File: src/rtl/hazard_sched.sv
// Pipeline hazard scheduler for the five-stage LA32 core.
// Watches stage occupancy, register numbers and the multi-cycle / data-memory
// handshakes, and produces per-stage stall and bubble controls so that the
// forwarding network only sees operands resolvable by MEM/WB bypass.
// Stall/flush outputs are Mealy: decoded from the current state and inputs.
module hazard_sched #(
  parameter int CNT_W     = 32,
  parameter int FLUSH_CYC = 2
) (
  input  logic             aclk,
  input  logic             aresetn,
  input  logic             id_valid,
  input  logic [4:0]       id_rj_no,
  input  logic [4:0]       id_rk_no,
  input  logic [4:0]       id_rd_no,
  input  logic             id_use_rj,
  input  logic             id_use_rk,
  input  logic             id_use_rd,
  input  logic             ex_valid,
  input  logic             ex_is_load,
  input  logic [4:0]       ex_rd_no,
  input  logic             ex_reg_we,
  input  logic             ex_multicycle,
  input  logic             ex_finish,
  input  logic             br_taken_ex,
  input  logic             mem_req_valid,
  input  logic             mem_data_ok,
  input  logic             excp_wb,
  output logic             stall_if,
  output logic             stall_id,
  output logic             stall_ex,
  output logic             stall_mem,
  output logic             flush_id,
  output logic             flush_ex,
  output logic             flush_mem,
  output logic             flush_wb,
  output logic [1:0]       state_o,
  output logic [CNT_W-1:0] stall_cnt
);

  typedef enum logic [1:0] {
    RUN      = 2'd0,
    EX_WAIT  = 2'd1,
    MEM_WAIT = 2'd2,
    FLUSH    = 2'd3
  } state_t;

  localparam logic [1:0]       FLUSH_LD = 2'(FLUSH_CYC);
  localparam logic [CNT_W-1:0] CNT_MAX  = '1;
  localparam logic [CNT_W-1:0] CNT_ONE  = {{(CNT_W-1){1'b0}}, 1'b1};

  state_t     state_q, state_d;
  logic [1:0] fcnt_q, fcnt_d;
  logic       lu;
  logic       run_rules;

  assign state_o = state_q;

  // Load-use hazard: a load in EX whose destination is read by the ID instruction.
  // ex_rd_no != 0 already guarantees a matching source is never r0.
  always_comb begin
    lu = ex_valid && ex_is_load && ex_reg_we && (ex_rd_no != 5'd0) && id_valid &&
         ((id_use_rj && (id_rj_no == ex_rd_no)) ||
          (id_use_rk && (id_rk_no == ex_rd_no)) ||
          (id_use_rd && (id_rd_no == ex_rd_no)));
  end

  // Next-state and output decode. A completing wait state falls through to the
  // RUN rules so a same-cycle branch, load-use or new stall is not lost.
  always_comb begin
    state_d   = state_q;
    fcnt_d    = fcnt_q;
    run_rules = 1'b0;
    stall_if  = 1'b0;
    stall_id  = 1'b0;
    stall_ex  = 1'b0;
    stall_mem = 1'b0;
    flush_id  = 1'b0;
    flush_ex  = 1'b0;
    flush_mem = 1'b0;
    flush_wb  = 1'b0;

    if (excp_wb) begin
      // Exception/ertn redirect wins over everything and (re)starts FLUSH.
      flush_id  = 1'b1;
      flush_ex  = 1'b1;
      flush_mem = 1'b1;
      flush_wb  = 1'b1;
      state_d   = FLUSH;
      fcnt_d    = FLUSH_LD;
    end else begin
      unique case (state_q)
        FLUSH: begin
          stall_if = 1'b1;
          flush_id = 1'b1;
          flush_ex = 1'b1;
          if (fcnt_q <= 2'd1) begin
            state_d = RUN;
            fcnt_d  = 2'd0;
          end else begin
            fcnt_d  = fcnt_q - 2'd1;
          end
        end
        EX_WAIT: begin
          if (!ex_finish) begin
            stall_if  = 1'b1;
            stall_id  = 1'b1;
            stall_ex  = 1'b1;
            flush_mem = 1'b1;
          end else begin
            run_rules = 1'b1;
          end
        end
        MEM_WAIT: begin
          if (!mem_data_ok) begin
            stall_if  = 1'b1;
            stall_id  = 1'b1;
            stall_ex  = 1'b1;
            stall_mem = 1'b1;
            flush_wb  = 1'b1;
          end else begin
            run_rules = 1'b1;
          end
        end
        default: run_rules = 1'b1;
      endcase

      if (run_rules) begin
        state_d = RUN;
        if (mem_req_valid && !mem_data_ok) begin
          stall_if  = 1'b1;
          stall_id  = 1'b1;
          stall_ex  = 1'b1;
          stall_mem = 1'b1;
          flush_wb  = 1'b1;
          state_d   = MEM_WAIT;
        end else if (ex_valid && ex_multicycle && !ex_finish) begin
          stall_if  = 1'b1;
          stall_id  = 1'b1;
          stall_ex  = 1'b1;
          flush_mem = 1'b1;
          state_d   = EX_WAIT;
        end else if (ex_valid && br_taken_ex) begin
          // Taken branch squashes the wrong-path instructions in IF/ID and ID/EX;
          // any load-use in ID is moot because that instruction is discarded.
          flush_id = 1'b1;
          flush_ex = 1'b1;
        end else if (lu) begin
          // Hold IF/ID one cycle and inject one bubble into EX.
          stall_if = 1'b1;
          stall_id = 1'b1;
          flush_ex = 1'b1;
        end
      end
    end
  end

  // State and flush-counter registers.
  always_ff @(posedge aclk or negedge aresetn) begin
    if (!aresetn) begin
      state_q <= RUN;
      fcnt_q  <= 2'd0;
    end else begin
      state_q <= state_d;
      fcnt_q  <= fcnt_d;
    end
  end

  // Saturating count of front-end stall cycles.
  always_ff @(posedge aclk or negedge aresetn) begin
    if (!aresetn) begin
      stall_cnt <= '0;
    end else if (stall_if && (stall_cnt != CNT_MAX)) begin
      stall_cnt <= stall_cnt + CNT_ONE;
    end
  end

endmodule

File: config.mk
export PLATFORM = sky130hd
export DESIGN_NAME = hazard_sched
export DESIGN_NICKNAME = d
export VERILOG_FILES = /design/src/rtl/hazard_sched.sv
export SDC_FILE = /design/constraint.sdc
export NUM_CORES = 1
export LEC_CHECK = 0
export ABC_CLOCK_PERIOD_IN_PS = 3850
export BUFFER_PORTS_ARGS = -buffer_cell sky130_fd_sc_hd__clkbuf_2
export CORE_MARGIN = 2
export CORE_UTILIZATION = 55
export CTS_BUF_LIST = sky130_fd_sc_hd__clkbuf_2 sky130_fd_sc_hd__clkbuf_4 sky130_fd_sc_hd__clkbuf_8
export CTS_CLUSTER_SIZE = 20
export DETAILED_ROUTE_END_ITERATION = 10
export PLACE_DENSITY_LB_ADDON = 0.1
export SLEW_MARGIN = 30
export SYNTH_ARGS = -nofsm -noshare
export SYNTH_HDL_FRONTEND = slang
export SYNTH_SLANG_ARGS = --single-unit
File: constraint.sdc
create_clock -name aclk -period 3.85 [get_ports aclk]
set_clock_uncertainty 0.05 [all_clocks]
set_input_delay 0.77 -clock aclk [delete_from_list [all_inputs] [get_ports aclk]]
set_output_delay 0.77 -clock aclk [all_outputs]
set_load 0.01 [all_outputs]
==> impl_metrics.env, run 1 <==
export IMPL_run_status="finished clean"
export IMPL_synth_xor_area_frac=0.181
export IMPL_slew_violations=0
export IMPL_place_congestion=0.815
export IMPL_maxCapViolCount=0
export IMPL_p_per_area_mw_per_mm2=479
export IMPL_worstSetupStartpointType="register"
export IMPL_htreeDepth=2
export IMPL_synth_compound_area_frac=0.0619
export IMPL_drc=0
export IMPL_viasPerCell=5.57
export IMPL_p_int_uw=806
export IMPL_grt_first_pass_wirelength_um=8180
export IMPL_insertedDiodeCount=0
export IMPL_cp_required_ps=3030
export IMPL_drive_gt1_frac=0.294
export IMPL_synth_fa_ha_area_frac=0.0287
export IMPL_tightest_slew_ps=778
export IMPL_crit_path_max_fanout=5
export IMPL_io_pins=77
export IMPL_die_w_um=67.0
export IMPL_postRouteWirelength_um=4930
export IMPL_port_buffer_count=76
export IMPL_synth_top_family_by_area="simple AND/OR/NAND/NOR gates"
export IMPL_p_sw_uw=481
export IMPL_grt_usage=0.237
export IMPL_cts_num_sinks=36
export IMPL_synth_nets=272
export IMPL_cts_root_buf="clkbuf_8"
export IMPL_synth_edff_count=0
export IMPL_hold_class="register to register"
export IMPL_post_route_min_period_ps=3200
export IMPL_grt_max_degree=37
export IMPL_synth_top_cell_area_share=0.413
export IMPL_crit_arrival_ps=2380
export IMPL_synthMuxAreaShare=0.0103
export IMPL_syn_avg_cell_area_um2=9.41
export IMPL_synth_top_cell_by_area="dfrtp_1"
export IMPL_synth_top_flop_cell="dfrtp_1"
export IMPL_min_to="stall_cnt[7]"
export IMPL_timing_setup_tns_ps=0
export IMPL_synth_common_cells="38 x xor2_1, 36 x dfrtp_1, 22 x nand2_1, 17 x nand3_1, 15 x nor2_1"
export IMPL_initial_core_util=0.583
export IMPL_cts_clk_slew_worst_paths_ps=80
export IMPL_p_clk_frac=0.259
export IMPL_drt_pass1_iterations=4
export IMPL_finalCritPeriodShare=0.832
export IMPL_p_seq_frac=0.386
export IMPL_synthArstFlopShare=1.00
export IMPL_setup_violations=0
export IMPL_cts_buffer_depth=2
export IMPL_regToRegStartpoint="stall_cnt[3]"
export IMPL_p_comb_frac=0.354
export IMPL_grt_pass1_vias=1894
export IMPL_netlist_top_cells_area="dfrtp_1 41%, xor2_1 15%, nand3_1 3.9%"
export IMPL_p_leak_uw=0.00144
export IMPL_r2r_slack_ps=1140
export IMPL_final_core_util=0.718
export IMPL_synth_seq_cells=36
export IMPL_core_area_mm2=0.00374
export IMPL_cts_buffers=5
export IMPL_reg2reg_to="stall_cnt[1]"
export IMPL_crit_type="register to output port"
export IMPL_placed_area_mm2=0.00258
export IMPL_synth_cell_types=36
export IMPL_synthSimpleGateAreaFrac=0.276
export IMPL_reg2reg_depth=6
export IMPL_cts_tree="built"
export IMPL_routedWlPerCell_um=13.8
export IMPL_post_cts_buffers=0
export IMPL_netlist_area_mm2=0.00218
export IMPL_postRouteAntennaNets=0
export IMPL_crit_path_end_kind="output port"
export IMPL_yosys_warnings=0
export IMPL_antenna_found_initial=0
export IMPL_vias=1988
export IMPL_rsz0062_at_grt="no"
export IMPL_hold_depth=1
export IMPL_p_sw_frac=0.374
export IMPL_core_rowCount=22
export IMPL_hold_buffers=0
export IMPL_yosysMostFrequentCell="xor2_1"
export IMPL_synthCells=232
export IMPL_fin_area_mm2=0.00269
export IMPL_finalHoldViolCount=0
export IMPL_relSlewSlack=0.481
export IMPL_fmax_mhz=312
export IMPL_dieArea_mm2=0.00449
export IMPL_clock_latency_ps=290
export IMPL_hp_start="stall_cnt[7]"
export IMPL_dp_hpwl_um=3690
export IMPL_seq_area_frac_synth=0.413
export IMPL_grt_overflow=0
export IMPL_die_h_um=67.0
export IMPL_vdd_drop_max_mv=0.264
export IMPL_drt_initial_drc_count=144
export IMPL_area_growth_pct=23.1
export IMPL_fin_nets=348
export IMPL_ctsResizeCount=0
## through the flow
step / power, uW / hold slack (ps) / worst slack, ps / instances
2_1_floorplan: 820 / 400 / 969 / 232
3_3_place_gp: 944 / 411 / 725 / 349
3_5_place_dp: 957 / 426 / 710 / 349
4_1_cts: 1290 / 440 / 655 / 357
5_1_grt: 1350 / 452 / 521 / 357
6_report: 1290 / 437 / 649 / 357
## critical path, stage by stage (launching register included)
cell	delay, ps
dfrtp_1	440
inv_1	100
ha_1	210
a221oi_1	140
or4_1	480
a31oi_1	320
or2_2	240
clkbuf_2	150
## cell families after synthesis
family,Yosys count
xor gates and xnor gates,45
AOI/OAI and AO/OA,19
adders and majority gates,5
DFF,36
muxes,2
buffers and inverters,12
and+or+nand+nor,113
## layout by cell type, fill, tap and decap left out, drive strengths merged
cell,instances
nor2,15
xnor2,7
clkinv,1
or4,3
bufinv,1
nor3,12
ha,5
a221o,2
nand4,9
nand2b,5
nand2,22
xor2,38
nand3,18
nor2b,1
and2,1
a31oi,2
a221oi,1
a21o,2
mux2,2
dfrtp,36
a21oi,7
or2,3
clkbuf,80
o21bai,1
inv,5
and4,2
nor4,11
buf,1
clkinvlp,1
o21ai,3
and3,11
a311o,1
## power groups by stage
stage / registers (uW) / clock network (uW) / logic, uW
floorplan: 497 / 0 / 322
global placement: 501 / 0 / 443
detailed placement: 503 / 0 / 454
CTS: 497 / 339 / 454
global route: 505 / 354 / 496
finish: 497 / 334 / 456
## final cells by class
type / count / area [um2]
clock buffer: 5 / 68.8
clock inverter: 3 / 42.5
fill: 330 / 1060
inverter: 5 / 18.8
multi-input combinational: 184 / 1220
sequential: 36 / 901
tap: 48 / 60.1
timing repair buffer: 76 / 380
## flip-flops by register name, indices dropped and copies added (netlist names)
register,cells
fcnt_q,2
stall_cnt,32
state_o,2
## how the worst max path moves through the flow
stage                           start        to  slack, ps  depth (start not counted)
after floorplan           ex_rd_no[1]  stall_if        970                          6
after global placement    ex_rd_no[1]  stall_if        730                          7
after detailed placement  ex_rd_no[1]  stall_if        710                          7
after CTS                  state_o[0]  stall_if        660                          7
after global routing       state_o[0]  stall_if        520                          7
final                      state_o[0]  stall_if        650                          7
## routing by layer
layer | vias up | part of all wire | GRT usage
met2 | 63 | 0.48 | 0.417
met3 | 7 | 0.051 | 0.0422
met5 | - | 0 | 0
met1 | 942 | 0.45 | 0.290
li1 | 976 | - | -
met4 | 0 | 0.014 | 0.0791
(Power assumes the default switching activity.)
==> run 2: changes to the inputs <==
Settings changed: ABC_AREA from default to 1, ABC_CLOCK_PERIOD_IN_PS 3850 to 3000.
Clock period 3.85 ns to 3 ns, I/O delays scaled along.
==> run 2 against run 1 <==
Effect of this change:
- utilization decreased by 5.1 points
- first-iteration DRC count is 8.3% higher
- total power is 5.0% higher
- critical endpoint unchanged
==> impl_metrics.env, run 2 <==
export IMPL_slew_violations=0
export IMPL_postRouteAntennaNets=0
export IMPL_post_route_min_period_ps=2600
export IMPL_fin_nets=552
export IMPL_synth_top_cell_by_area="dfrtp_1"
export IMPL_synth_seq_cells=36
export IMPL_synth_edff_count=0
export IMPL_cp_required_ps=2350
export IMPL_htreeDepth=2
export IMPL_grt_max_degree=37
export IMPL_placed_area_mm2=0.00323
export IMPL_timing_setup_tns_ps=0
export IMPL_die_w_um=75.6
export IMPL_grt_overflow=0
export IMPL_hold_buffers=0
export IMPL_synth_cell_types=29
export IMPL_synthCells=437
export IMPL_grt_pass1_vias=2458
export IMPL_cts_tree="built"
export IMPL_viasPerCell=4.97
export IMPL_insertedDiodeCount=0
export IMPL_vias=2896
export IMPL_drt_pass1_iterations=4
export IMPL_drt_initial_drc_count=156
export IMPL_r2r_slack_ps=900
export IMPL_top_register="stall_cnt"
export IMPL_post_cts_buffers=0
export IMPL_cts_buffers=5
export IMPL_area_growth_pct=18.5
export IMPL_relSlewSlack=0.469
export IMPL_drc=0
export IMPL_initial_core_util=0.563
export IMPL_seq_area_frac_synth=0.320
export IMPL_place_congestion=0.962
export IMPL_crit_arrival_ps=1950
export IMPL_finalCritPeriodShare=0.866
export IMPL_core_rowCount=26
export IMPL_grt_usage=0.249
export IMPL_p_sw_uw=454
export IMPL_p_int_uw=897
export IMPL_setup_violations=0
export IMPL_fmax_mhz=385
export IMPL_dieArea_mm2=0.00571
export IMPL_drive_gt1_frac=0.209
export IMPL_p_clk_frac=0.316
export IMPL_crit_type="register to output port"
export IMPL_hold_class="primary input to asynchronous set/reset pin"
export IMPL_cts_num_sinks=36
export IMPL_cts_buffer_depth=2
export IMPL_run_status="finished clean"
export IMPL_crit_path_end_kind="output port"
export IMPL_p_seq_frac=0.425
export IMPL_grt_first_pass_wirelength_um=11100
export IMPL_maxCapViolCount=0
export IMPL_finalHoldViolCount=0
export IMPL_synth_nets=477
export IMPL_mostFrequentLayoutCell="nand2_1"
export IMPL_core_area_mm2=0.00501
export IMPL_port_buffer_count=76
export IMPL_path_depth=9
export IMPL_io_pins=77
export IMPL_cp_buffers_inverters=2
export IMPL_slowest_stage="dfrtp_1"
export IMPL_crit_chain="inv_1, ha_1, nand2_1, nand3_1, nand2_1, nand2_1, nand2_1, nand2_4, clkbuf_2"
export IMPL_synth_top_flop_cell="dfrtp_1"
export IMPL_cts_clk_slew_worst_paths_ps=80
export IMPL_p_comb_frac=0.259
export IMPL_die_h_um=75.6
export IMPL_fin_area_mm2=0.00334
export IMPL_rsz0062_at_grt="no"
export IMPL_tightest_slew_ps=797
export IMPL_ctsResizeCount=0
export IMPL_worstSetupStartpointType="register"
export IMPL_syn_avg_cell_area_um2=6.45
export IMPL_dp_hpwl_um=5530
export IMPL_cts_root_buf="clkbuf_8"
export IMPL_crit_path_max_fanout=23
export IMPL_clock_latency_ps=290
export IMPL_most_common_layout_cells="183 x nand2_1, 75 x clkbuf_2, 45 x nor2_1"
export IMPL_vdd_drop_max_mv=0.415
export IMPL_crit_family="simple AND/OR/NAND/NOR gates"
export IMPL_antenna_found_initial=0
export IMPL_netlist_area_mm2=0.00282
export IMPL_p_leak_uw=0.00189
export IMPL_p_sw_frac=0.336
export IMPL_regToRegStartpoint="stall_cnt[0]"
export IMPL_yosysMostFrequentCell="nand2_1"
export IMPL_yosys_warnings=0
export IMPL_synthArstFlopShare=1.00
export IMPL_postRouteWirelength_um=7070
export IMPL_p_per_area_mw_per_mm2=404
export IMPL_netlist_top_cells_area="dfrtp_1 32%, nand2_1 24%, nand3_1 7.3%"
export IMPL_routedWlPerCell_um=12.1
export IMPL_synth_top_cell_area_share=0.320
export IMPL_reg2reg_depth=9
export IMPL_slowest_delay_ps=420
export IMPL_crit_top_cell="nand2_1"
export IMPL_reg2reg_to="stall_cnt[11]"
export IMPL_largest_register_ffs=32
export IMPL_synth_common_cells="183 x nand2_1, 45 x nor2_1, 41 x nand3_1, 40 x inv_1, 36 x dfrtp_1"
[run 2: changes by cell type after synthesis, moves of 10 or more]
cell	change
inv_1	+35
nand3_1	+24
nor4_1	-11
and3_1	-10
nor2_1	+30
nand2_1	+161
xor2_1	-21
[run 2: worst max-delay path by stage]
stage                startpoint       end  slack (ps)
floorplan            state_o[0]  flush_ex         900
global placement    ex_rd_no[4]  stall_if         630
detailed placement  ex_rd_no[2]  stall_if         590
CTS                  state_o[0]  stall_if         400
global route         state_o[0]  stall_if         180
finish               state_o[0]  stall_if         400
[run 2: routing by layer]
| metal | GRT usage | vias to the layer above | routed length (um) |
|---|---|---|---|
| met5 | 0 | - | 0 |
| met4 | 0.0409 | 0 | 27 |
| met3 | 0.0397 | 4 | 333 |
| met2 | 0.388 | 69 | 3220 |
| met1 | 0.371 | 1318 | 3490 |
| li1 | - | 1505 | - |
[run 2: cell families (layout without fill, tap and decap cells)]
| logic type | after synthesis | in the layout | synth area share |
|---|---|---|---|
| buf+inv | 54 | 130 | 0.0843 |
| xor+xnor | 28 | 28 | 0.0870 |
| simple gates | 305 | 305 | 0.469 |
| fa+ha+maj | 5 | 5 | 0.0222 |
| flops | 36 | 36 | 0.320 |
| compound gates | 9 | 9 | 0.0178 |
[run 2: power by group through the flow]
stage	logic [uW]	registers, uW	clock network [uW]
floorplan	229	593	0
global placement	343	583	0
detailed placement	347	584	0
CTS	349	574	430
finish	350	575	427
global route	396	585	453
[run 2: final cells by class]
cell class / instances / area (um2)
clock buffers: 5 / 68.8
repair buffers: 78 / 395
inverters: 44 / 165
multi-input cells: 347 / 1680
flip-flops and latches: 36 / 901
well taps: 70 / 87.6
clock inverters: 3 / 42.5
fillers: 506 / 1670
[run 2: metrics by stage]
step	hold WS, ps	instances	total power [uW]	setup WS, ps	utilization
after CTS	403	583	1350	404	0.667
after global routing	418	583	1430	182	0.667
final	344	583	1350	401	0.667
after floorplan	254	437	821	904	-
after global placement	410	575	926	631	0.645
after detailed placement	426	575	931	589	0.645
[run 2: worst reg2reg max path, cell delays in order (launching register included)]
cell and delay [ps]:
dfrtp_1 430, ha_1 290, nand3_2 170, inv_2 80, nand2_2 100, nor2_4 160, nand2_2 220, nand2_4 360
nand2_1 90, nand2_1 80
==> run 3: changes to the inputs <==
Settings changed: ABC_AREA 1 to default, CORE_UTILIZATION 55 to 52.
==> run 3 against run 2 <==
Effect of this change:
- clock-buffer cell count is 1 higher
- highest routed layer unchanged
- utilization is 0.71 points higher
- wire length is 31% lower
- setup slack worse by 260 ps
- first-iteration DRC count is 31% lower
- largest power group unchanged
- total power is 17% higher
==> impl_metrics.env, run 3 (synthesis gave the netlist of run 1 again) <==
export IMPL_viasPerCell=5.44
export IMPL_fin_area_mm2=0.00272
export IMPL_postRouteWirelength_um=4920
export IMPL_slew_violations=0
export IMPL_grt_overflow=0
export IMPL_routedWlPerCell_um=13.6
export IMPL_rsz0062_at_grt="no"
export IMPL_antenna_found_initial=0
export IMPL_fin_hold_ws_ps=351
export IMPL_crit_chain="inv_1, ha_1, a221o_1, o21ai_0, a21oi_2, or2_2, clkbuf_2"
export IMPL_crit_path_max_fanout=5
export IMPL_use_met3=0.0455
export IMPL_postRouteAntennaNets=0
export IMPL_grt_first_pass_wirelength_um=8140
export IMPL_initial_core_util=0.542
export IMPL_port_buffer_count=76
export IMPL_core_rowCount=23
export IMPL_tightest_slew_ps=784
export IMPL_fillers=343
export IMPL_dp_cells=354
export IMPL_grt_use_met1=0.294
export IMPL_area_growth_pct=24.4
export IMPL_relSlewSlack=0.477
export IMPL_finalHoldViolCount=0
export IMPL_slowest_stage="a221o_1"
export IMPL_setup_violations=0
export IMPL_startpoint="state_o[0]"
export IMPL_top_register="stall_cnt"
export IMPL_grt_max_degree=37
export IMPL_p_per_area_mw_per_mm2=584
export IMPL_mostFrequentLayoutCell="clkbuf_2"
export IMPL_crit_type="register to output port"
export IMPL_multi_input_area_mm2=0.00124
export IMPL_slowest_delay_ps=420
export IMPL_drive_gt1_frac=0.311
export IMPL_fin_nets=352
export IMPL_dp_hpwl_um=3730
export IMPL_p_leak_uw=0.00145
export IMPL_cts_num_sinks=36
export IMPL_drt_initial_drc_count=108
export IMPL_maxCapViolCount=0
export IMPL_dieArea_mm2=0.00473
export IMPL_hold_class="primary input to asynchronous set/reset pin"
export IMPL_fmax_mhz=350
export IMPL_worstSetupStartpointType="register"
export IMPL_grt_met2_usage=0.374
export IMPL_most_common_layout_cells="75 x clkbuf_2, 38 x xor2_1, 36 x dfrtp_1"
export IMPL_cts_buffers=5
export IMPL_crit_arrival_ps=2210
export IMPL_io_pins=77
export IMPL_cts_tree="built"
export IMPL_globalRoute_busiestLayer="met2"
export IMPL_instances_no_fill=362
export IMPL_timing_setup_tns_ps=0
export IMPL_grt_usage=0.227
export IMPL_clock_latency_ps=280
export IMPL_die_w_um=68.8
export IMPL_placed_area_mm2=0.00260
export IMPL_htreeDepth=2
export IMPL_die_h_um=68.8
export IMPL_regToRegStartpoint="state_o[0]"
export IMPL_cts_buffer_depth=2
export IMPL_post_route_min_period_ps=2860
export IMPL_hold_buffers=0
export IMPL_insertedDiodeCount=0
export IMPL_regArea_um2=901
export IMPL_p_total_uw=1590
export IMPL_vias=1968
export IMPL_cp_required_ps=2350
export IMPL_drc=0
export IMPL_grt_pass1_vias=1905
export IMPL_place_congestion=0.813
export IMPL_run_status="finished clean"
export IMPL_crit_path_end_kind="output port"
export IMPL_finalCritPeriodShare=0.952
export IMPL_cts_clk_slew_worst_paths_ps=70
export IMPL_drt_pass1_iterations=4
export IMPL_vdd_drop_max_mv=0.526
export IMPL_core_area_mm2=0.00403
export IMPL_largest_register_ffs=32
export IMPL_cts_root_buf="clkbuf_8"
run 3: changes by cell type in the layout (fill, tap and decap cells not counted), moves of 4 or more:
cell and change:
xor2_1 +21, xnor2_1 -4, nor2_1 -30, inv_1 -35, and3_1 +10, nor4_1 +11, inv_2 -4, nand2_1 -161
nand2b_1 +4, nand3_2 -4, nand3_1 -24
run 3: power breakdown:
group          internal [uW]  switching (uW)
combinational            269             360
clock                    167             158
sequential               550            82.0
total                    985             600
run 3: final timing paths:
| path | endpoint | slack, ps | cells after the start |
|---|---|---|---|
| min in group aclk | fcnt_q[1] | 430 | 1 |
| max in group asynchronous | stall_cnt[1] | 2050 | 1 |
| worst min-delay path | stall_cnt[20] | 350 | 1 |
| worst max register to register | stall_cnt[1] | 490 | 8 |
| worst max-delay path | stall_if | 140 | 7 |
| worst min register to register | fcnt_q[1] | 430 | 1 |
run 3: per-stage QoR:
step,util,setup WS (ps)
2_1_floorplan,-,459
3_5_place_dp,0.646,134
6_report,0.674,143
5_1_grt,0.674,14.4
3_3_place_gp,0.646,204
4_1_cts,0.667,43.5
run 3: worst max-delay path, delay by kind of cell (launching register included):
kind / cells / cell delay (ps)
simple gates: 1 / 360
compound gates: 3 / 710
buf+inv: 2 / 230
fa+ha+maj: 1 / 250
flops: 1 / 400
run 3: timing repair:
action                                  CTS  global route
buffers inserted                          0             1
resized for setup                         1             3
endpoints found under the setup margin    1             4
endpoints found under the hold margin     0             0
run 3: area by class of cell:
cell class	instances	share of cell area
Multi-Input combinational cell	184	0.457
Clock inverter	1	0.00184
Inverter	5	0.00691
Timing Repair Buffer	80	0.151
Clock buffer	6	0.0281
Tap cell	50	0.0230
Sequential cell	36	0.332
run 3: metal layers:
layer  part of all wire  wire, um
met2               0.48      2380
met3              0.055       272
met4              0.015        74
met1               0.45      2190
met5                  0         0
